[src/rtl/seven_segment_scan_decoder.sv]
// ============================================================================
// seven_segment_scan_decoder
//
// Watches a time-multiplexed seven-segment display drive and works out which
// hex digit each display position is showing. This is the reverse of a
// hex-to-seven-segment encoder. Typical users are a logic-analyser front end,
// a self-test block or a readback register block sitting on the display pins.
//
// How it works:
//   * The segment bus and the digit enables first pass through a 2-flop
//     synchroniser. Their polarity is then corrected so that 1 always means
//     "segment lit" and "digit selected".
//   * A run counter counts consecutive clocks on which the synchronised
//     {enable, segments} pair stays the same. It restarts on any change and
//     stops counting (saturates) at STABLE_CYCLES.
//   * A capture happens only on the clock where the run first reaches
//     STABLE_CYCLES, and only if the enable is exactly one-hot. So scan
//     transitions and glitches are ignored, and a pattern that is held for a
//     long time is still captured only once.
//   * Each capture updates the selected digit: a hex pattern, blank, or error.
//     When every digit has been captured since the last frame, frame_done
//     pulses.
//
// Parameters:
//   DIGITS          number of multiplexed digits (1..8)
//   STABLE_CYCLES   clocks a pattern must hold before it is captured (1..255)
//   SEG_ACTIVE_LOW  1: segment inputs are inverted before decoding
//   EN_ACTIVE_LOW   1: digit_enable inputs are inverted before use
//
// Ports:
//   clock         system clock; all logic runs on the rising edge
//   reset         asynchronous, active-high reset
//   segments      segment bus, bit6 = a .. bit0 = g
//   digit_enable  digit select; one-hot when valid
//   value         decoded nibbles; digit i is in bits [4i+3:4i]
//   digit_valid   per digit: the last capture was a hex pattern
//   digit_error   per digit: the last capture was neither hex nor blank
//   update        one-cycle pulse on any capture
//   frame_done    one-cycle pulse when every digit has been captured
// ============================================================================
module seven_segment_scan_decoder #(
    parameter int DIGITS         = 4,
    parameter int STABLE_CYCLES  = 4,
    parameter bit SEG_ACTIVE_LOW = 1'b0,
    parameter bit EN_ACTIVE_LOW  = 1'b0
) (
    input  logic                  clock,
    input  logic                  reset,
    input  logic [6:0]            segments,
    input  logic [DIGITS-1:0]     digit_enable,
    output logic [4*DIGITS-1:0]   value,
    output logic [DIGITS-1:0]     digit_valid,
    output logic [DIGITS-1:0]     digit_error,
    output logic                  update,
    output logic                  frame_done
);

    localparam int               RUN_W   = 8;
    localparam logic [RUN_W-1:0] RUN_MAX = RUN_W'(STABLE_CYCLES);

    // ------------------------------------------------------------------
    // Pattern decode. Returns {is_hex, nibble}. Any pattern that is not
    // in the table returns is_hex = 0.
    // ------------------------------------------------------------------
    function automatic logic [4:0] decode_hex(input logic [6:0] pat);
        logic [4:0] res;
        res = 5'b0_0000;
        case (pat)
            7'b1111110: res = 5'h10;
            7'b0110000: res = 5'h11;
            7'b1101101: res = 5'h12;
            7'b1111001: res = 5'h13;
            7'b0110011: res = 5'h14;
            7'b1011011: res = 5'h15;
            7'b1011111: res = 5'h16;
            7'b1110000: res = 5'h17;
            7'b1111111: res = 5'h18;
            7'b1111011: res = 5'h19;
            7'b1110111: res = 5'h1A;
            7'b0011111: res = 5'h1B;
            7'b1001110: res = 5'h1C;
            7'b0111101: res = 5'h1D;
            7'b1001111: res = 5'h1E;
            7'b1000111: res = 5'h1F;
            default:    res = 5'b0_0000;
        endcase
        return res;
    endfunction

    // ------------------------------------------------------------------
    // Input synchroniser (raw polarity).
    // ------------------------------------------------------------------
    logic [6:0]        seg_meta_reg;
    logic [6:0]        seg_sync_reg;
    logic [DIGITS-1:0] en_meta_reg;
    logic [DIGITS-1:0] en_sync_reg;

    always_ff @(posedge clock or posedge reset) begin
        if (reset) begin
            seg_meta_reg <= '0;
            seg_sync_reg <= '0;
            en_meta_reg  <= '0;
            en_sync_reg  <= '0;
        end else begin
            seg_meta_reg <= segments;
            seg_sync_reg <= seg_meta_reg;
            en_meta_reg  <= digit_enable;
            en_sync_reg  <= en_meta_reg;
        end
    end

    // Polarity-corrected view: 1 = lit / selected.
    logic [6:0]        seg_cur;
    logic [DIGITS-1:0] en_cur;

    assign seg_cur = seg_sync_reg ^ {7{SEG_ACTIVE_LOW}};
    assign en_cur  = en_sync_reg ^ {DIGITS{EN_ACTIVE_LOW}};

    // ------------------------------------------------------------------
    // Stability tracking. The previous corrected pair is stored so that the
    // run counter can restart on any change of either the enable or the
    // segment bus.
    // ------------------------------------------------------------------
    logic [6:0]        seg_last_reg;
    logic [DIGITS-1:0] en_last_reg;
    logic [RUN_W-1:0]  run_reg;
    logic [RUN_W-1:0]  run_next;
    logic              pattern_changed;
    logic              run_reached;
    logic              en_onehot;
    logic              capture;

    assign pattern_changed = ({en_cur, seg_cur} != {en_last_reg, seg_last_reg});

    // x & (x-1) clears the lowest set bit, so the result is zero only when
    // at most one bit was set.
    assign en_onehot = (en_cur != '0) &&
                       ((en_cur & (en_cur - DIGITS'(1))) == '0);

    always_comb begin
        run_next    = run_reg;
        run_reached = 1'b0;
        if (pattern_changed) begin
            run_next = RUN_W'(1);
        end else if (run_reg != RUN_MAX) begin
            run_next = run_reg + RUN_W'(1);
        end
        // Only the clock where the run first arrives at the threshold counts.
        // When STABLE_CYCLES is 1, a change itself is that arrival, even if
        // the previous run was already saturated.
        run_reached = (run_next == RUN_MAX) &&
                      (pattern_changed || (run_reg != RUN_MAX));
    end

    // A run that reaches the threshold while not one-hot is simply lost:
    // once the counter saturates it never reaches the threshold again.
    assign capture = run_reached && en_onehot;

    always_ff @(posedge clock or posedge reset) begin
        if (reset) begin
            seg_last_reg <= '0;
            en_last_reg  <= '0;
            run_reg      <= '0;
        end else begin
            seg_last_reg <= seg_cur;
            en_last_reg  <= en_cur;
            run_reg      <= run_next;
        end
    end

    // ------------------------------------------------------------------
    // Shared decode of the currently stable pattern.
    // ------------------------------------------------------------------
    logic [4:0] decoded;
    logic       pat_is_hex;
    logic       pat_is_blank;

    assign decoded      = decode_hex(seg_cur);
    assign pat_is_hex   = decoded[4];
    assign pat_is_blank = (seg_cur == 7'b000_0000);

    // ------------------------------------------------------------------
    // Frame tracking. The capture that completes a frame clears the mask
    // instead of setting its bit, so it does not count toward the next frame.
    // ------------------------------------------------------------------
    logic [DIGITS-1:0] seen_reg;
    logic [DIGITS-1:0] seen_or;
    logic [DIGITS-1:0] seen_next;
    logic              frame_complete;
    logic              update_reg;
    logic              frame_done_reg;

    always_comb begin
        seen_or        = seen_reg;
        frame_complete = 1'b0;
        seen_next      = seen_reg;
        if (capture) begin
            seen_or = seen_reg | en_cur;
        end
        frame_complete = capture && (seen_or == {DIGITS{1'b1}});
        seen_next      = frame_complete ? '0 : seen_or;
    end

    always_ff @(posedge clock or posedge reset) begin
        if (reset) begin
            seen_reg       <= '0;
            update_reg     <= 1'b0;
            frame_done_reg <= 1'b0;
        end else begin
            seen_reg       <= seen_next;
            update_reg     <= capture;
            frame_done_reg <= frame_complete;
        end
    end

    assign update     = update_reg;
    assign frame_done = frame_done_reg;

    // ------------------------------------------------------------------
    // Per-digit result registers. A digit changes only when it is the one
    // selected by the capturing enable. A blank or error pattern leaves the
    // last good nibble in place.
    // ------------------------------------------------------------------
    genvar gi;
    generate
        for (gi = 0; gi < DIGITS; gi++) begin : g_digit
            logic [3:0] nibble_reg;
            logic       valid_reg;
            logic       error_reg;
            logic       hit;

            assign hit = capture && en_cur[gi];

            always_ff @(posedge clock or posedge reset) begin
                if (reset) begin
                    nibble_reg <= 4'h0;
                    valid_reg  <= 1'b0;
                    error_reg  <= 1'b0;
                end else if (hit) begin
                    if (pat_is_hex) begin
                        nibble_reg <= decoded[3:0];
                        valid_reg  <= 1'b1;
                        error_reg  <= 1'b0;
                    end else begin
                        valid_reg  <= 1'b0;
                        error_reg  <= !pat_is_blank;
                    end
                end
            end

            assign value[4*gi +: 4] = nibble_reg;
            assign digit_valid[gi]  = valid_reg;
            assign digit_error[gi]  = error_reg;
        end
    endgenerate

endmodule

[config.mk]
export PLATFORM = sky130hd
export DESIGN_NAME = seven_segment_scan_decoder
export DESIGN_NICKNAME = d
export VERILOG_FILES = /design/src/rtl/seven_segment_scan_decoder.sv
export SDC_FILE = /design/constraint.sdc
export NUM_CORES = 1
export LEC_CHECK = 0
export ABC_CLOCK_PERIOD_IN_PS = 2940
export BUFFER_PORTS_ARGS = -buffer_cell sky130_fd_sc_hd__clkbuf_2
export CAP_MARGIN = 20
export CORE_MARGIN = 8
export CORE_UTILIZATION = 45
export CTS_BUF_LIST = sky130_fd_sc_hd__clkbuf_8
export CTS_CLUSTER_DIAMETER = 200
export CTS_CLUSTER_SIZE = 40
export DETAILED_ROUTE_END_ITERATION = 10
export GPL_TIMING_DRIVEN = 0
export HOLD_SLACK_MARGIN = 0.08
export RECOVER_POWER = 100
export SYNTH_ARGS = -nofsm -noshare
export SYNTH_HDL_FRONTEND = slang
export SYNTH_SLANG_ARGS = --single-unit
[constraint.sdc]
create_clock -name clock -period 2.94 [get_ports clock]
set_input_delay 0.147 -clock clock [delete_from_list [all_inputs] [get_ports clock]]
set_output_delay 0.147 -clock clock [all_outputs]
set_load 0.03 [all_outputs]
==> results summary, run 1 <==
The CTS tree is built. The analysis attributes to cell leakage a power of approximately 1.6 nW. The number of antenna violations at the first check in global routing is 0. Setup repair after global routing left no endpoint under its margin.

The number of gates resized after CTS is 0. The synthesis-stage register bit count is 71. The routed layout has about 2.1k vias. For the pin with the worst max-slew slack, the measured transition is roughly 1.4 ns.

The die covers ~9800 µm². From synthesis to final layout, the design area changed by 19.99%. The net count after synthesis came out at 270. The worst path in the final design needs a cycle of about 2.6 ns, including I/O delays and setup. The switching component of the power is approximately 0.44 mW. After clock tree synthesis, the clock-pin slew on the worst setup and hold paths is roughly 0.080 ns. The internal portion of total power is between 1.5 and 2 mW. The HPWL after detailed placement is between 4 and 5 mm. The total power of the final layout is about 2.1 mW. The flow ran to the end, and the final reports show no timing, DRC or antenna violations. Clock tree synthesis inserted a total of 9 buffers. The number of buffers between clock root and the deepest sink is 2.

The number of input and output port buffers inserted is 38. Once the floorplan was initialized, standard cells occupied a little under half of the core. The critical path is of the reg -> reg type. The number of sinks driven by the clock tree came out at about 70. The total power per unit cell area is between 500 and 600 nW/µm². Data on the critical path is required at its endpoint by 3.16 ns.

The met3 usage is 3.312%. The clock latency at the later pin of the worst-skew pair is 0.35 ns. Across all hold checks on the routed design, the worst slack comes to ~0.34 ns. The post-layout instance area came out at between 3000 and 4000 µm².

The mean routed wirelength per cell is around 14 µm. The final critical path takes up approximately 90% of the cycle. The top-level I/O count came out at 39. The switching fraction of total power came out at 21.08%.

For this block, the initial DRC count from the detailed router was 46. Per report_power, the clock group accounts for between 40% and 50% of the total. The total number of H-tree levels came out at 3. The area of the core came out at ~6700 µm².

After synthesis, the share of flip-flops with an asynchronous set or reset is 100.0%. The placement-stage cell area came out at between 3000 and 4000 µm². The synthesized netlist occupies a cell area of around 3100 µm².

The average vias per placed instance came out at 5.190. Synthesis produced ~260 cells. The global routing met1 resource utilization came out at between 10% and 20%. The max-capacitance violation count came out at 0. The sum of negative setup slack is 0 ns. The maximum vdd ir drop came out at about 0.00034 V.

CTS placed an instance of clkbuf_8 at the clock tree root. The first-pass iteration count of the detailed router came out at 4. The count of yosys warnings during synthesis came out at 0. The post-CTS setup buffer count came out at 0.

The post-route clock skew came out at between 0.008 and 0.009 ns. The number of diodes added for antenna fixing is 0. The count of unresolved DRC violations after routing came out at 0.

The peak-usage layer in the global routing report is met2. The count of antenna-violating nets left after detailed routing is 0. The biggest fanout along the worst timing path came out at 10. The total overflow left after global routing is 0. From left edge to right edge, the die measures approximately 99 µm. The utilization of the core after routing is between 50% and 60%.

The met2 routing resource usage after global routing came out at 18.92%. STA classifies the critical path startpoint as a flip-flop. The dominant register cell in the synthesized netlist is dfrtp_1. The worst pin sits at a relative slew slack of 4.971%. Entering global routing, the biggest net connects a little over 70 pins.

The post-synthesis sequential area ratio came out at 57.58%. The register with the most flip-flops in the layout has 16 of them. The share of total power dissipated in combinational logic is under 10%. The sequential group share of total power came out at between 40% and 50%. The worst hold path belongs to the class reg -> reg.

The all-layer global routing usage came out at between 10% and 20%. Derived from the worst setup path, the maximum achievable clock frequency is 377.4 MHz. The aggregate routed wire length came out at 5.792 mm.

The number of global-route vias before repair is approximately 2.1k. The final number of hold-violating endpoints came to 0. The global-route wire length before repair came out at ~10 mm. Of the cells placed in the final design, the portion with a size suffix greater than 1 is ~20%. Routability-driven placement finished with a final weighted congestion of approximately 0.87. The arrival time at the worst endpoint is ~2.9 ns. The floorplan has 30 rows. The number of synthesized flops with an enable pin is 0. The number of distinct library cell variants in the gate-level netlist after synthesis came out at 50. A synthesized cell averages 12.10 µm². At the end of the flow, the number of nets in the layout was approximately 330. STA classifies the critical path endpoint as a flip-flop. The die height is around 99 µm. Setup violations remaining at the end of the flow were counted as 0. The number of pins with negative max-slew slack in the final report came out at 0.
==> cell families after synthesis <==
group / share of synthesized area (%)
flops: 57.58
buf+inv: 4.947
simple gates: 15.33
compound gates: 8.353
fa+ha+maj: 0.8109
xor+xnor: 5.677
mux: 7.299
==> power groups by stage <==
stage,sequential [mW],clock (mW),combinational [mW]
floorplan,1.03,0,0.0746
global placement,1.03,0,0.102
detailed placement,1.03,0,0.103
CTS,1.01,0.987,0.116
global route,1.01,1.03,0.128
finish,1.01,0.970,0.112
==> synthesized netlist by cell type (2+ instances only) <==
cell,count,area share [%]
ha_1,2,0.81
nand4b_1,4,1.1
nor3_1,7,1.1
dfrtp_1,71,58
buf_6,2,0.73
a211oi_1,2,0.49
and3_1,2,0.41
inv_1,3,0.36
nor3b_1,2,0.49
nand3b_1,2,0.49
xor2_1,15,4.3
nand3_1,7,1.1
buf_4,8,1.9
mux2_1,8,2.9
and4_1,2,0.57
o22ai_1,2,0.41
nand4_1,3,0.61
buf_2,5,0.81
nand2_1,15,1.8
nor4_2,2,0.81
nor4_1,2,0.41
nor2b_1,2,0.41
o21ai_0,4,0.65
or4b_1,2,0.65
o2bb2ai_1,5,1.4
o211ai_1,2,0.49
mux2_2,12,4.4
xnor2_1,5,1.4
nor2_1,15,1.8
clkbuf_1,9,1.1
a21oi_1,13,2.1
nand3_2,2,0.65
==> worst paths after layout <==
check,startpoint,endpoint,slack [ns],cells after the start
setup / recovery,en_cur[1],g_digit[3].nibble_reg[0],0.29,8
hold / removal,seg_meta_reg[0],seg_cur[0],0.34,0
setup reg to reg,en_cur[1],g_digit[3].nibble_reg[0],0.29,8
hold reg to reg,seg_meta_reg[0],seg_cur[0],0.34,0
max in group asynchronous,reset,en_meta_reg[2],1.34,3
min in group asynchronous,reset,g_digit[3].nibble_reg[0],0.76,3
==> final cells by class <==
type                       instances  area, µm²
clock buffer                      11      151.4
sequential                        71       1777
inverter                           3      11.26
clock inverter                     5      103.9
multi-input combinational        157       1141
timing repair buffer              50      277.8
buffer                            24      140.1
fill                             607       3017
tap                               80      100.1
==> stage by stage <==
step | instances | setup slack [ns]
CTS | 401 | 0.3112
finish | 401 | 0.2905
detailed placement | 373 | 0.3326
global route | 401 | 0.05565
global placement | 373 | 0.1726
floorplan | 255 | 0.6465
==> placed cells by master (no fill, tap or decap), drive strengths merged, types with 3 or more instances in the layout <==
master | synthesis | layout
a21oi | 13 | 13
buf | 15 | 14
bufinv | 0 | 3
clkbuf | 9 | 59
dfrtp | 71 | 71
dlygate4sd3 | 0 | 12
inv | 3 | 3
mux2 | 20 | 20
nand2 | 15 | 15
nand3 | 9 | 9
nand4 | 3 | 3
nand4b | 4 | 4
nor2 | 15 | 15
nor3 | 7 | 7
nor4 | 4 | 4
o21ai | 5 | 5
o2bb2ai | 5 | 5
or4b | 3 | 3
xnor2 | 5 | 5
xor2 | 15 | 15
==> worst max-delay path, cell delays in order, from the launching register on <==
cell and delay, ns:
dfrtp_1 0.36, clkbuf_1 0.29, xor2_1 0.13, nor4_1 0.34, nand4_1 0.24, nor4b_2 0.47, buf_6 0.20, nand3_2 0.14
mux2_1 0.36
==> metal layers <==
metal	wire, µm	vias up
met1	2784	1013
met2	2654	31
met4	136	0
met5	0	-
li1	-	1026
met3	216	11
==> repair_timing <==
item                                    CTS  global route
hold buffers                             12             0
hold endpoints to repair                 82             0
endpoints found under the setup margin    0             0
No activity file was read; power rests on OpenSTA's default activity.
==> run 2: changes to the inputs <==
--- a/config.mk
+++ b/config.mk
@@ -5,7 +5,7 @@
 export SDC_FILE = /design/constraint.sdc
 export NUM_CORES = 1
 export LEC_CHECK = 0
-export ABC_CLOCK_PERIOD_IN_PS = 2940
+export ABC_CLOCK_PERIOD_IN_PS = 2780
 export BUFFER_PORTS_ARGS = -buffer_cell sky130_fd_sc_hd__clkbuf_2
 export CAP_MARGIN = 20
 export CORE_MARGIN = 8
==> constraint.sdc (replaced) <==
create_clock -name clock -period 2.78 [get_ports clock]
set_input_delay 0.139 -clock clock [delete_from_list [all_inputs] [get_ports clock]]
set_output_delay 0.139 -clock clock [all_outputs]
set_load 0.03 [all_outputs]
==> run 2 against run 1 <==
Net effect:
- final area is the same
- power grew 5.7%
- clock power grew 6%
- cell count shrank 0.25%
- register-to-register slack lost 0.14 ns
- critical endpoint is now g_digit[1].nibble_reg[1]
- largest power group unchanged
- highest routed layer unchanged
==> results summary, run 2 (synthesis gave the netlist of run 1 again) <==
In this run the core area contains 30 standard-cell rows. The longest clock path from root to sink contains 2 buffers. The starting DRC count in detailed routing is 49. The via count is about 2.1k. The count of cells along the worst hold path came out at 0.

The area growth from synthesis to final layout is 19.99%. The post-route clock skew came out at about 0.0095 ns. In the layout the commonest cells are 71 x dfrtp_1, 32 x clkbuf_1, 15 x nand2_1, 15 x nor2_1, 15 x xor2_1. The number of antenna violations at the first check in global routing came to 0. The total number of H-tree levels came out at 3. For the finished layout, the period the worst path requires is about 2.6 ns. The region available for standard cell placement spans 6719 µm². The count of nets after finishing came out at 330. The number of global-route vias before repair came to approximately 2.1k.

The final hold slack came out at roughly 0.34 ns. The met2 routed wirelength came out at 2.666 mm. The stage delay of the slowest cell on the critical path is around 0.4 ns.

The leakage power total came out at about 1.6 nW. Setup repair after global routing could not meet its margin everywhere. Traced cell by cell, the critical path runs through clkbuf_1 -> nor2b_1 -> nor3b_1 -> a211oi_1 -> o2111ai_2 -> nand3_1 -> mux2_2. The arrival time at the worst endpoint came out at ~2.9 ns. The depth of the worst register-to-register path is 7. The library cell used most frequently in the layout, excluding fill and tap cells, is dfrtp_1. The max-capacitance violation count came out at 0. The register with the most flip-flops in the layout has 16 of them. Dividing the detail-routed wire length by the instance count gives about 15 µm. Counting the buffers created by CTS gives 9. The utilization of the core after routing is between 50% and 60%.

The number of antenna diodes in the final layout is 0. The post-CTS setup buffer count came out at 0. The setup check on the worst reg-to-reg path leaves a slack of around 0.15 ns. The number of sinks driven by the clock tree came out at 71.

The die is 98.81 µm wide. The highest layer touched by signal routing is met4. The first-pass iteration count of the detailed router came out at 4. The worst hold path belongs to the class reg -> reg. The number of pins with negative max-slew slack in the final report came to 0. The total power per unit cell area is 598.2 nW/µm². Data on the critical path is required at its endpoint by ~3 ns. The total setup violations reported at the end of the flow is 0. The worst register-to-register path ends at g_digit[1].nibble_reg[1]. The final number of hold-violating endpoints is 0. The biggest fanout along the worst timing path came out at 10. The endpoint kind of the worst setup timing path is a flip-flop. The achievable frequency came out at roughly 380 MHz.

The worst register-to-register path begins at seg_cur[5]. The run finished with clean final reports. The sum of negative setup slack came out at 0 ns. The part of the cycle the worst path needs is 94.60%.

The floorplan die area is 9762 µm². The slew at the pin with the worst max-slew slack came out at 1.423 ns. The count of unresolved DRC violations after routing is 0.

The startpoint kind of the worst setup timing path is a flip-flop. The average vias per placed instance came out at approximately 5.2. The half-perimeter wire length after placement is ~4.0 mm. The relative slew slack is ~5.0%.

The starting utilization of the core area is approximately 46%. The die height came out at between 90 and 100 µm. After clock tree synthesis, the clock-pin slew on the worst setup and hold paths is around 0.080 ns. The sum of overflow across all layers after global routing is 0.

The count of antenna-violating nets left after detailed routing is 0. The master of the slowest instance on the critical path is dfrtp_1. In the final layout, the share of cells above drive strength 1 is 20.94%. In the final routing, the length of wire on met1 measures 2.779 mm. The path with the worst hold slack has its endpoint at seg_cur[0]. The most critical setup path has its startpoint at seg_cur[5]. In the detailed route, the total length drawn on met3 is approximately 220 µm. The top-level I/O count came out at 39.

The clock latency at the later pin of the worst-skew pair is between 0.3 and 0.4 ns. Routability-driven placement finished with a final weighted congestion of just under 0.9. Global routing used ~13% of the available tracks.

The worst setup path is of the reg -> reg kind. Wires add up to a little under 6 mm. The maximum number of pins on one net before global-route repair is 72. TritonCTS built the clock tree. VDD sags by at most between 0.0003 and 0.0004 V. During placement, the flow inserted port buffers numbering 38. The startpoint of the tightest hold check path is seg_meta_reg[0].

The global-route wire length before repair is between 10 and 15 mm. The tree is rooted in a clkbuf_8.
run 2: worst max-delay path, delay by kind of cell, from the launching register on:
family	cells	cell delay, ns
AOI/OAI and AO/OA	2	0.76
muxes	1	0.37
DFF	1	0.41
buffers and inverters	1	0.24
and+or+nand+nor	3	0.72
run 2: routing by layer:
metal / GRT usage, % / up-vias
li1: - / 1025
met1: 16.75 / 1013
met2: 18.92 / 34
met3: 3.312 / 11
met4: 7.084 / 0
met5: 0 / -
run 2: final cells by class:
type	instances	area, µm²
buffer	23	138.9
timing repair buffer	50	279.0
multi-input combinational	157	1141
fill	609	3017
clock inverter	5	103.9
sequential	71	1777
inverter	3	11.26
tap	80	100.1
clock buffer	11	151.4
run 2: worst max path at each step:
stage | endpoint | slack [ns] | cells past startpoint
floorplan | g_digit[0].nibble_reg[0] | 0.49 | 9
global placement | en_cur[0] | 0.02 | 2
CTS | g_digit[3].nibble_reg[0] | 0.15 | 9
finish | g_digit[1].nibble_reg[1] | 0.15 | 7
detailed placement | g_digit[3].nibble_reg[0] | 0.17 | 9
global route | g_digit[1].nibble_reg[1] | -0.02 | 7
run 2: per-stage QoR:
| step | instance area, µm² | total power [mW] | instances | setup slack, ns |
|---|---|---|---|---|
| 2_1_floorplan | 3085 | 1.166 | 255 | 0.4865 |
| 3_3_place_gp | 3376 | 1.198 | 373 | 0.02063 |
| 3_5_place_dp | 3378 | 1.200 | 373 | 0.1726 |
| 4_1_cts | 3754 | 2.237 | 401 | 0.1512 |
| 5_1_grt | 3702 | 2.298 | 400 | -0.01512 |
| 6_report | 3702 | 2.215 | 400 | 0.1501 |
run 2: what timing repair did:
| action | 4_1_cts | 5_1_grt |
|---|---|---|
| resized for setup | 0 | 2 |
| setup endpoints to repair | 0 | 12 |
| hold buffers | 12 | 0 |
| hold endpoints to repair | 82 | 0 |
run 2: report_power, final:
group          switching, mW  total (mW)  leakage, nW  internal, mW
Sequential            0.0136        1.07        0.910          1.06
Combinational         0.0723       0.119        0.606        0.0468
Clock                  0.380        1.03        0.130         0.645
